===== src/rtl/rsa16_pkg.sv =====
// Shared definitions for the RSA16 modular-exponentiation sequencer.
//   - default exponent / index widths
//   - multiplier operand-select encodings
//   - sequencer state enumeration
package rsa16_pkg;

    localparam int EW_DEF = 16;  // exponent width and iteration count
    localparam int IW_DEF = 4;   // index width, clog2(EW_DEF)

    // Multiplier operand select
    localparam logic MM_SEL_SQR = 1'b0;  // R*R
    localparam logic MM_SEL_MUL = 1'b1;  // R*M

    typedef enum logic [3:0] {
        ST_IDLE     = 4'd0,
        ST_INIT     = 4'd1,
        ST_SQR_GO   = 4'd2,
        ST_SQR_WAIT = 4'd3,
        ST_SQR_WB   = 4'd4,
        ST_MUL_GO   = 4'd5,
        ST_MUL_WAIT = 4'd6,
        ST_MUL_WB   = 4'd7,
        ST_DONE     = 4'd8
    } state_t;

    // True in the three states of a multiply operation
    function automatic logic is_mul_state(input state_t s);
        return (s == ST_MUL_GO) || (s == ST_MUL_WAIT) || (s == ST_MUL_WB);
    endfunction

endpackage


===== src/rtl/ltp.sv =====
// Level-to-pulse converter.
// Turns the rising edge of a software-held level into a single registered
// one-cycle pulse, appearing one cycle after the level is first sampled high.
// Ports:
//   i_clk    clock
//   i_rstn   asynchronous active-low reset
//   i_level  level input
//   o_pulse  one-cycle pulse per rising edge of i_level
module ltp (
    input  logic i_clk,
    input  logic i_rstn,
    input  logic i_level,
    output logic o_pulse
);

    logic level_q;

    // NOTE: sequential state uses non-blocking assignments so every register
    // samples the pre-edge value of its inputs, independent of block order.
    always_ff @(posedge i_clk or negedge i_rstn) begin
        if (!i_rstn) begin
            level_q <= 1'b0;
            o_pulse <= 1'b0;
        end else begin
            level_q <= i_level;
            o_pulse <= i_level & ~level_q;
        end
    end

endmodule


===== src/rtl/rsa16_modexp_ctrl.sv =====
// Sequencer for the RSA16 modular-exponentiation datapath.
// Computes R = M^E mod N by left-to-right square-and-multiply (MSB first),
// driving the shared modular multiplier and the R register write enables.
// Ports:
//   i_clk, i_rstn  clock, asynchronous active-low reset
//   i_start        start level; its rising edge starts an operation
//   i_abort        synchronous abort back to IDLE
//   i_exp          exponent, captured when the start is accepted
//   i_mm_done      multiplier result-valid pulse
//   o_mm_start     multiplier start pulse
//   o_mm_sel       multiplier operands: 0 = R*R, 1 = R*M
//   o_r_init       load R<=1, M<=base
//   o_r_we         R <= multiplier result
//   o_busy         high outside IDLE
//   o_done         final-result pulse
//   o_bit_idx      exponent bit currently processed
module rsa16_modexp_ctrl
    import rsa16_pkg::*;
#(
    parameter int EW = EW_DEF,
    parameter int IW = IW_DEF
) (
    input  logic          i_clk,
    input  logic          i_rstn,
    input  logic          i_start,
    input  logic          i_abort,
    input  logic [EW-1:0] i_exp,
    input  logic          i_mm_done,
    output logic          o_mm_start,
    output logic          o_mm_sel,
    output logic          o_r_init,
    output logic          o_r_we,
    output logic          o_busy,
    output logic          o_done,
    output logic [IW-1:0] o_bit_idx
);

    state_t        state_q, state_d;
    logic [EW-1:0] exp_q;
    logic [IW-1:0] idx_q;
    logic          start_p;
    logic          load_op;  // capture exponent and reset the bit index
    logic          dec_idx;  // move on to the next lower exponent bit

    ltp u_ltp (
        .i_clk   (i_clk),
        .i_rstn  (i_rstn),
        .i_level (i_start),
        .o_pulse (start_p)
    );

    always_ff @(posedge i_clk or negedge i_rstn) begin
        if (!i_rstn) begin
            state_q <= ST_IDLE;
            exp_q   <= '0;
            idx_q   <= '0;
        end else begin
            state_q <= state_d;
            if (load_op) begin
                exp_q <= i_exp;
                idx_q <= IW'(EW - 1);
            end else if (dec_idx) begin
                idx_q <= idx_q - 1'b1;
            end
        end
    end

    // NOTE: every signal written here gets a default first, so no path can
    // leave one unassigned and infer a latch.
    always_comb begin
        state_d = state_q;
        load_op = 1'b0;
        dec_idx = 1'b0;

        unique case (state_q)
            ST_IDLE: begin
                // A start pulse while busy lands in another state and is dropped.
                if (start_p) begin
                    state_d = ST_INIT;
                    load_op = 1'b1;
                end
            end
            ST_INIT:     state_d = (exp_q == '0) ? ST_DONE : ST_SQR_GO;
            ST_SQR_GO:   state_d = ST_SQR_WAIT;
            ST_SQR_WAIT: if (i_mm_done) state_d = ST_SQR_WB;
            ST_SQR_WB: begin
                if (exp_q[idx_q]) begin
                    state_d = ST_MUL_GO;
                end else if (idx_q == '0) begin
                    state_d = ST_DONE;
                end else begin
                    state_d = ST_SQR_GO;
                    dec_idx = 1'b1;
                end
            end
            ST_MUL_GO:   state_d = ST_MUL_WAIT;
            ST_MUL_WAIT: if (i_mm_done) state_d = ST_MUL_WB;
            ST_MUL_WB: begin
                if (idx_q == '0) begin
                    state_d = ST_DONE;
                end else begin
                    state_d = ST_SQR_GO;
                    dec_idx = 1'b1;
                end
            end
            ST_DONE:     state_d = ST_IDLE;
            default:     state_d = ST_IDLE;
        endcase

        // Abort wins over everything, including a start pulse in IDLE.
        if (i_abort) begin
            state_d = ST_IDLE;
            load_op = 1'b0;
            dec_idx = 1'b0;
        end
    end

    // Moore outputs: decoded from registered state only.
    assign o_mm_start = (state_q == ST_SQR_GO) || (state_q == ST_MUL_GO);
    assign o_mm_sel   = is_mul_state(state_q) ? MM_SEL_MUL : MM_SEL_SQR;
    assign o_r_init   = (state_q == ST_INIT);
    assign o_r_we     = (state_q == ST_SQR_WB) || (state_q == ST_MUL_WB);
    assign o_busy     = (state_q != ST_IDLE);
    assign o_done     = (state_q == ST_DONE);
    assign o_bit_idx  = idx_q;

endmodule


===== config.mk =====
export PLATFORM = sky130hd
export DESIGN_NAME = rsa16_modexp_ctrl
export DESIGN_NICKNAME = d
export VERILOG_FILES = /design/src/rtl/rsa16_pkg.sv /design/src/rtl/ltp.sv /design/src/rtl/rsa16_modexp_ctrl.sv
export SDC_FILE = /design/constraint.sdc
export NUM_CORES = 1
export LEC_CHECK = 0
export CAP_MARGIN = 20
export CORE_MARGIN = 2
export CORE_UTILIZATION = 35
export DETAILED_ROUTE_END_ITERATION = 12
export GPL_ROUTABILITY_DRIVEN = 0
export PLACE_DENSITY = 0.66
export RECOVER_POWER = 100
export SYNTH_ARGS = -nofsm -noshare
export SYNTH_HDL_FRONTEND = slang
export SYNTH_SLANG_ARGS = --single-unit

===== constraint.sdc =====
create_clock -name i_clk -period 3.3 [get_ports i_clk]
set_clock_uncertainty 0.2 [all_clocks]
set_input_delay 0.33 -clock i_clk [delete_from_list [all_inputs] [get_ports i_clk]]
set_output_delay 0.33 -clock i_clk [all_outputs]
set_load 0.01 [all_outputs]

==> flow_summary_export.csv, run 1 <==
group,metric,value,unit
layout,final_cells,205,
floorplan,core,3940,um^2
clock_tree,clock_path_buffers,2,
sta,layout_min_cycle_time,2730,ps
layout,most-common-layout-cells,"dfrtp_1 (26), clkdlybuf4s50_1 (18), mux2_2 (14)",
hold_path,hold_path_depth,1,
sta,rsz0062_at_grt,"false",
critical_path,worstPathArrival,2680,ps
layout,drive_gt1_share,15.5,%
critical_path,cp.required,3250,ps
floorplan,dieArea,4550,um^2
logic_synthesis,ys_seq_area_share,46.1,%
floorplan,die_y,67.5,um
logic_synthesis,synth_edf_count,0,
pwr,leakagePower,0.766,nW
logic_synthesis,syn_avg_cell_area,11.2,um^2
critical_path,critPathKind,"register to register",
layout,syn_to_final_growth,27.4,%
critical_path,r2r_cells,4,
route,wl_per_cell,14.1,um
layout,final_common_cell,"dfrtp_1",
logic_synthesis,ys.flop_type,"dfrtp_1",
clock_tree,path_clk_slew,80,ps
global_route,grt_pass1_vias,1112,
sta,slew_headroom,6.77,%
logic_synthesis,synth_top_area_share,46.1,%
global_route,antenna_found_initial,0,
clock_tree,ctsHoldBuffers,0,
floorplan,ios,31,
critical_path,r2r_setup_slack,570,ps
clock_tree,clock-root-buffer,"clkbuf_8",
outcome,status,"finished, final reports clean",
logic_synthesis,synthCells,126,
layout,layout.nets,178,
sta,fmax,366,MHz
critical_path,start_kind,"register",
layout,n_fill_cell,369,
placement,place_area,1750,um^2
route,drtPass1Iterations,4,
route,ant_nets,0,
hold_path,whs_endpoint,"u_ltp.o_pulse$_DFF_PN0_",
route,drt_iter0_markers,159,
placement,dp.final_hpwl,2.26,mm
hold_path,hp-class,"register to register",
pwr,cellPowerDensity,459,nW/um^2
clock_tree,cts_tree,"done",
layout,antenna_cells,0,
sta,fin_setup_tns,0,ps
clock_tree,clkSinkCount,26,
logic_synthesis,synth.distinct_cells,41,
route,vias,1106,
clock_tree,cts_setup_buffers,0,
global_route,grt_max_degree,27,
layout,ff_latch_area,651,um^2
logic_synthesis,syn_nets,148,
logic_synthesis,synth_top_area_cell,"dfrtp_1",
sta,worst_hold_slack,192,ps
placement,dp_cells,201,
hold_path,min_from,"u_ltp.level_q$_DFF_PN0_",
global_route,overflow,0,
clock_tree,ctsResizeCount,0,
logic_synthesis,yosys-top-cells-area,"dfrtp_1 (46%), mux2_2 (11%), mux2i_1 (6.4%)",
route,via_per_inst,5.40,
logic_synthesis,yosysWarnings,0,
global_route,grtUsageTotal,14.5,%
logic_synthesis,synth-async-reset-ratio,100,%
placement,numPortBuffers,30,
sta,worst_pin_slew,1400,ps
pwr,max-vdd-ir-drop,0.223,mV
clock_tree,worstSkewPairLatency,270,ps
sta,finalCritPeriodShare,82.7,%
layout,postLayoutCellArea,1800,um^2
sta,finalMaxSlewViolations,0,
critical_path,critPathCaptureType,"register",
sta,hold_violations,0,
sta,setup_viol,0,
floorplan,rows,23,
run,drv_cap,0,
critical_path,reg2reg_to,"exp_q[12]$_DFFE_PN0P_",
floorplan,initial_core_util,35.8,%
critical_path,path_max_fanout,20,
logic_synthesis,netlist_area,1410,um^2
route,wl,2.89,mm
critical_path,r2r-start,"state_q[0]$_DFFE_PN0P_",
global_route,grt_pass1_wl,4.91,mm
critical_path,slowest_delay,740,ps
layout,multi_input_area,713,um^2
route,drcViolationCount,0,
floorplan,die_x,67.5,um
logic_synthesis,yosys_register_bits,26,
critical_path,worstPathCellList,"or2_2 > or3_1 > or3b_1 > mux2_1",
clock_tree,cts_max_level,1,
clock_tree,numCtsBuffers,3,
critical_path,cpMaxStageDelayCell,"or3b_1",
==> worst max path at each step <==
| stage | from | end | slack [ps] | depth (start not counted) |
|---|---|---|---|---|
| floorplan | state_q[1]$_DFFE_PN0P_ | exp_q[12]$_DFFE_PN0P_ | 870 | 6 |
| global placement | state_q[0]$_DFFE_PN0P_ | exp_q[12]$_DFFE_PN0P_ | 620 | 4 |
| detailed placement | state_q[0]$_DFFE_PN0P_ | exp_q[12]$_DFFE_PN0P_ | 580 | 4 |
| CTS | state_q[0]$_DFFE_PN0P_ | exp_q[12]$_DFFE_PN0P_ | 560 | 4 |
| global route | o_bit_idx[3]$_DFFE_PN0P_ | o_bit_idx[1]$_DFFE_PN0P_ | 450 | 6 |
| finish | state_q[0]$_DFFE_PN0P_ | exp_q[12]$_DFFE_PN0P_ | 570 | 4 |
==> report_power, final <==
| group | switching, mW | internal (mW) |
|---|---|---|
| combinational | 0.0762 | 0.117 |
| clock | 0.0918 | 0.107 |
| sequential | 0.0543 | 0.379 |
==> sequential cells by signal (all words and copies together) (netlist names) <==
| signal | count |
|---|---|
| u_ltp.level_q | 1 |
| u_ltp.o_pulse | 1 |
| state_q | 4 |
| o_bit_idx | 4 |
| exp_q | 16 |
==> stage by stage <==
step                power, mW  setup WS (ps)  utilization (%)
floorplan               0.554            873                -
global placement        0.632            623             44.4
detailed placement      0.643            579             44.4
CTS                     0.846            561             45.8
global route            0.877            446             45.6
finish                  0.824            571             45.6
==> area by class of cell <==
type                            instances  area share, %
Inverter                                2          0.418
Timing Repair Buffer                   32           17.1
Tap cell                               50           3.48
Multi-Input combinational cell         91           39.7
Sequential cell                        26           36.2
Clock buffer                            4           3.06
==> cells by family after synthesis <==
logic type | Yosys count | share of synthesized area [%]
buffers and inverters | 9 | 3.28
adder cells (fa/ha/maj) | 1 | 0.887
AND/OR/NAND/NOR | 44 | 18.1
multiplexers | 27 | 22.4
AO/OA/AOI/OAI | 18 | 8.61
flip-flops | 26 | 46.1
XOR/XNOR | 1 | 0.621
==> metal layers <==
layer / part of all wire (%) / routed length (um) / global-route usage (%)
met5: 0 / 0 / 0
met4: 1.5 / 43 / 6.38
met3: 7.1 / 206 / 2.83
met2: 49 / 1420 / 24.3
met1: 42 / 1220 / 18.2
==> cells in the mapped netlist, types with 3 or more instances <==
master	number
dfrtp_1	26
o21ai_0	5
nand2_1	6
a21oi_1	4
nand3_1	4
nand2b_1	4
mux2i_1	9
nor3b_1	3
nor4_1	4
nor2_1	7
buf_2	4
mux2_2	14
==> critical path: cells and delay by family (launching register included) <==
kind / cells / cell delay [ps]
muxes: 1 / 440
and+or+nand+nor: 3 / 1480
DFF: 1 / 480
Power figures use the tool's default switching activity.
==> run 2, diff against run 1 <==
--- a/config.mk
+++ b/config.mk
@@ -10,7 +10,7 @@
 export CORE_UTILIZATION = 35
 export DETAILED_ROUTE_END_ITERATION = 12
 export GPL_ROUTABILITY_DRIVEN = 0
-export PLACE_DENSITY = 0.66
+export PLACE_DENSITY = 0.68
 export RECOVER_POWER = 100
 export SYNTH_ARGS = -nofsm -noshare
 export SYNTH_HDL_FRONTEND = slang
==> constraint.sdc (replaced) <==
create_clock -name i_clk -period 2.5 [get_ports i_clk]
set_clock_uncertainty 0.2 [all_clocks]
set_input_delay 0.25 -clock i_clk [delete_from_list [all_inputs] [get_ports i_clk]]
set_output_delay 0.25 -clock i_clk [all_outputs]
set_load 0.01 [all_outputs]
==> run 2 against run 1 <==
Non-clock buffer count increased by 7; hold slack improved by 20 ps; via count increased by 4.6%; sequential cell count unchanged; largest power group unchanged; critical path type unchanged; fmax increased by 15%.
==> flow_summary_export.csv, run 2 (synthesis gave the netlist of run 1 again) <==
group,metric,value,unit
pwr,max-vdd-ir-drop,0.399,mV
layout,n_fill_cell,344,
layout,multi_input_area,713,um^2
route,drcViolationCount,0,
global_route,grtUsageTotal,15.2,%
layout,antenna_cells,0,
sta,worst_pin_slew,1430,ps
hold_path,hp-class,"register to register",
layout,ff_latch_area,651,um^2
placement,place_ws,116,ps
sta,finalMaxSlewViolations,0,
critical_path,critPathCaptureType,"register",
critical_path,r2r_setup_slack,130,ps
critical_path,cp.required,2450,ps
clock_tree,path_clk_slew,80,ps
layout,syn_to_final_growth,32.3,%
sta,hold_violations,0,
floorplan,die_y,67.5,um
layout,most-common-layout-cells,"dfrtp_1 (26), clkdlybuf4s50_1 (20), mux2_2 (14)",
global_route,grt_max_degree,27,
sta,fin_ws,133,ps
floorplan,die_x,67.5,um
route,wl_per_cell,15.1,um
critical_path,start_kind,"register",
critical_path,critPathKind,"register to register",
pwr,leakagePower,0.809,nW
sta,slew_headroom,4.57,%
floorplan,dieArea,4550,um^2
layout,largest_reg_flops,16,
route,drt_iter0_markers,66,
global_route,grt_pass1_wl,5.20,mm
critical_path,path_max_fanout,20,
route,wl,3.20,mm
floorplan,rows,23,
critical_path,worstPathArrival,2320,ps
clock_tree,ctsResizeCount,0,
clock_tree,worstSkewPairLatency,270,ps
floorplan,ios,31,
sta,setup_viol,0,
clock_tree,clkSinkCount,26,
global_route,overflow,0,
sta,finalCritPeriodShare,94.7,%
placement,numPortBuffers,30,
floorplan,core,3940,um^2
route,via_per_inst,5.46,
outcome,status,"finished, final reports clean",
layout,final_common_cell,"dfrtp_1",
placement,dp.final_hpwl,2.49,mm
clock_tree,cts_tree,"done",
clock_tree,clock-root-buffer,"clkbuf_8",
clock_tree,cts_setup_buffers,0,
clock_tree,ctsHoldBuffers,0,
pwr,cellPowerDensity,639,nW/um^2
sta,rsz0062_at_grt,"false",
clock_tree,cts_max_level,1,
clock_tree,numCtsBuffers,3,
clock_tree,clock_path_buffers,2,
layout,drive_gt1_share,19.1,%
run,drv_cap,0,
sta,layout_min_cycle_time,2370,ps
floorplan,initial_core_util,35.8,%
global_route,antenna_found_initial,0,
route,vias,1157,
sta,fin_setup_tns,0,ps
global_route,grt_pass1_vias,1202,
route,drtPass1Iterations,4,
layout,layout.nets,185,
sta,fmax,422,MHz
layout,max_flop_register,"exp_q",
route,ant_nets,0,
-- run 2: changes by cell type in the layout (fill, tap and decap cells not counted) --
| cell | change |
|---|---|
| buf_4 | +7 |
| clkdlybuf4s50_1 | +2 |
| dlygate4sd3_1 | -2 |
| and2_0 | -1 |
| and2_1 | +1 |
| bufinv_16 | +1 |
| clkbuf_8 | -1 |
| or2_0 | -1 |
| or2_1 | +1 |
-- run 2: layout make-up --
class | count | area share (%)
Multi-Input combinational cell | 91 | 38.2
Sequential cell | 26 | 34.9
Timing Repair Buffer | 39 | 19.3
Tap cell | 50 | 3.35
Clock buffer | 3 | 2.21
Clock inverter | 1 | 1.61
Inverter | 2 | 0.402
-- run 2: where the power goes --
part / switching (mW) / leakage, nW / internal, mW
sequential: 0.0680 / 0.304 / 0.500
clock: 0.131 / 0.0357 / 0.214
combinational: 0.112 / 0.469 / 0.167
-- run 2: worst paths after layout --
check | from | to | cells after the start
max reg2reg | state_q[1]$_DFFE_PN0P_ | exp_q[13]$_DFFE_PN0P_ | 5
max | state_q[1]$_DFFE_PN0P_ | exp_q[13]$_DFFE_PN0P_ | 5
min | u_ltp.level_q$_DFF_PN0_ | u_ltp.o_pulse$_DFF_PN0_ | 1
max in group asynchronous | i_rstn | exp_q[12]$_DFFE_PN0P_ | 2
min in group asynchronous | i_rstn | o_bit_idx[1]$_DFFE_PN0P_ | 2
min reg2reg | u_ltp.level_q$_DFF_PN0_ | u_ltp.o_pulse$_DFF_PN0_ | 1
-- run 2: routing by layer --
| metal | global-route usage (%) | wire length (um) | up-vias |
|---|---|---|---|
| met2 | 27.2 | 1690 | 49 |
| met4 | 7.14 | 64 | 0 |
| li1 | - | - | 542 |
| met1 | 17.5 | 1250 | 559 |
| met5 | 0 | 0 | - |
| met3 | 2.83 | 187 | 7 |
-- run 2: worst max-delay path: stages (launching register included) --
cell     delay [ps]
dfrtp_1         380
or2_2           340
or3_1           380
or3b_1          380
buf_4           220
mux2_1          340
-- run 2: stage by stage --
stage	instances	hold WS [ps]	util, %	total power [mW]	instance area [um^2]
floorplan	126	-246	-	0.731	1410
global placement	208	187	45.7	0.839	1800
detailed placement	208	196	45.7	0.862	1800
CTS	212	157	47.5	1.20	1870
global route	212	240	47.3	1.26	1870
finish	212	212	47.3	1.19	1870
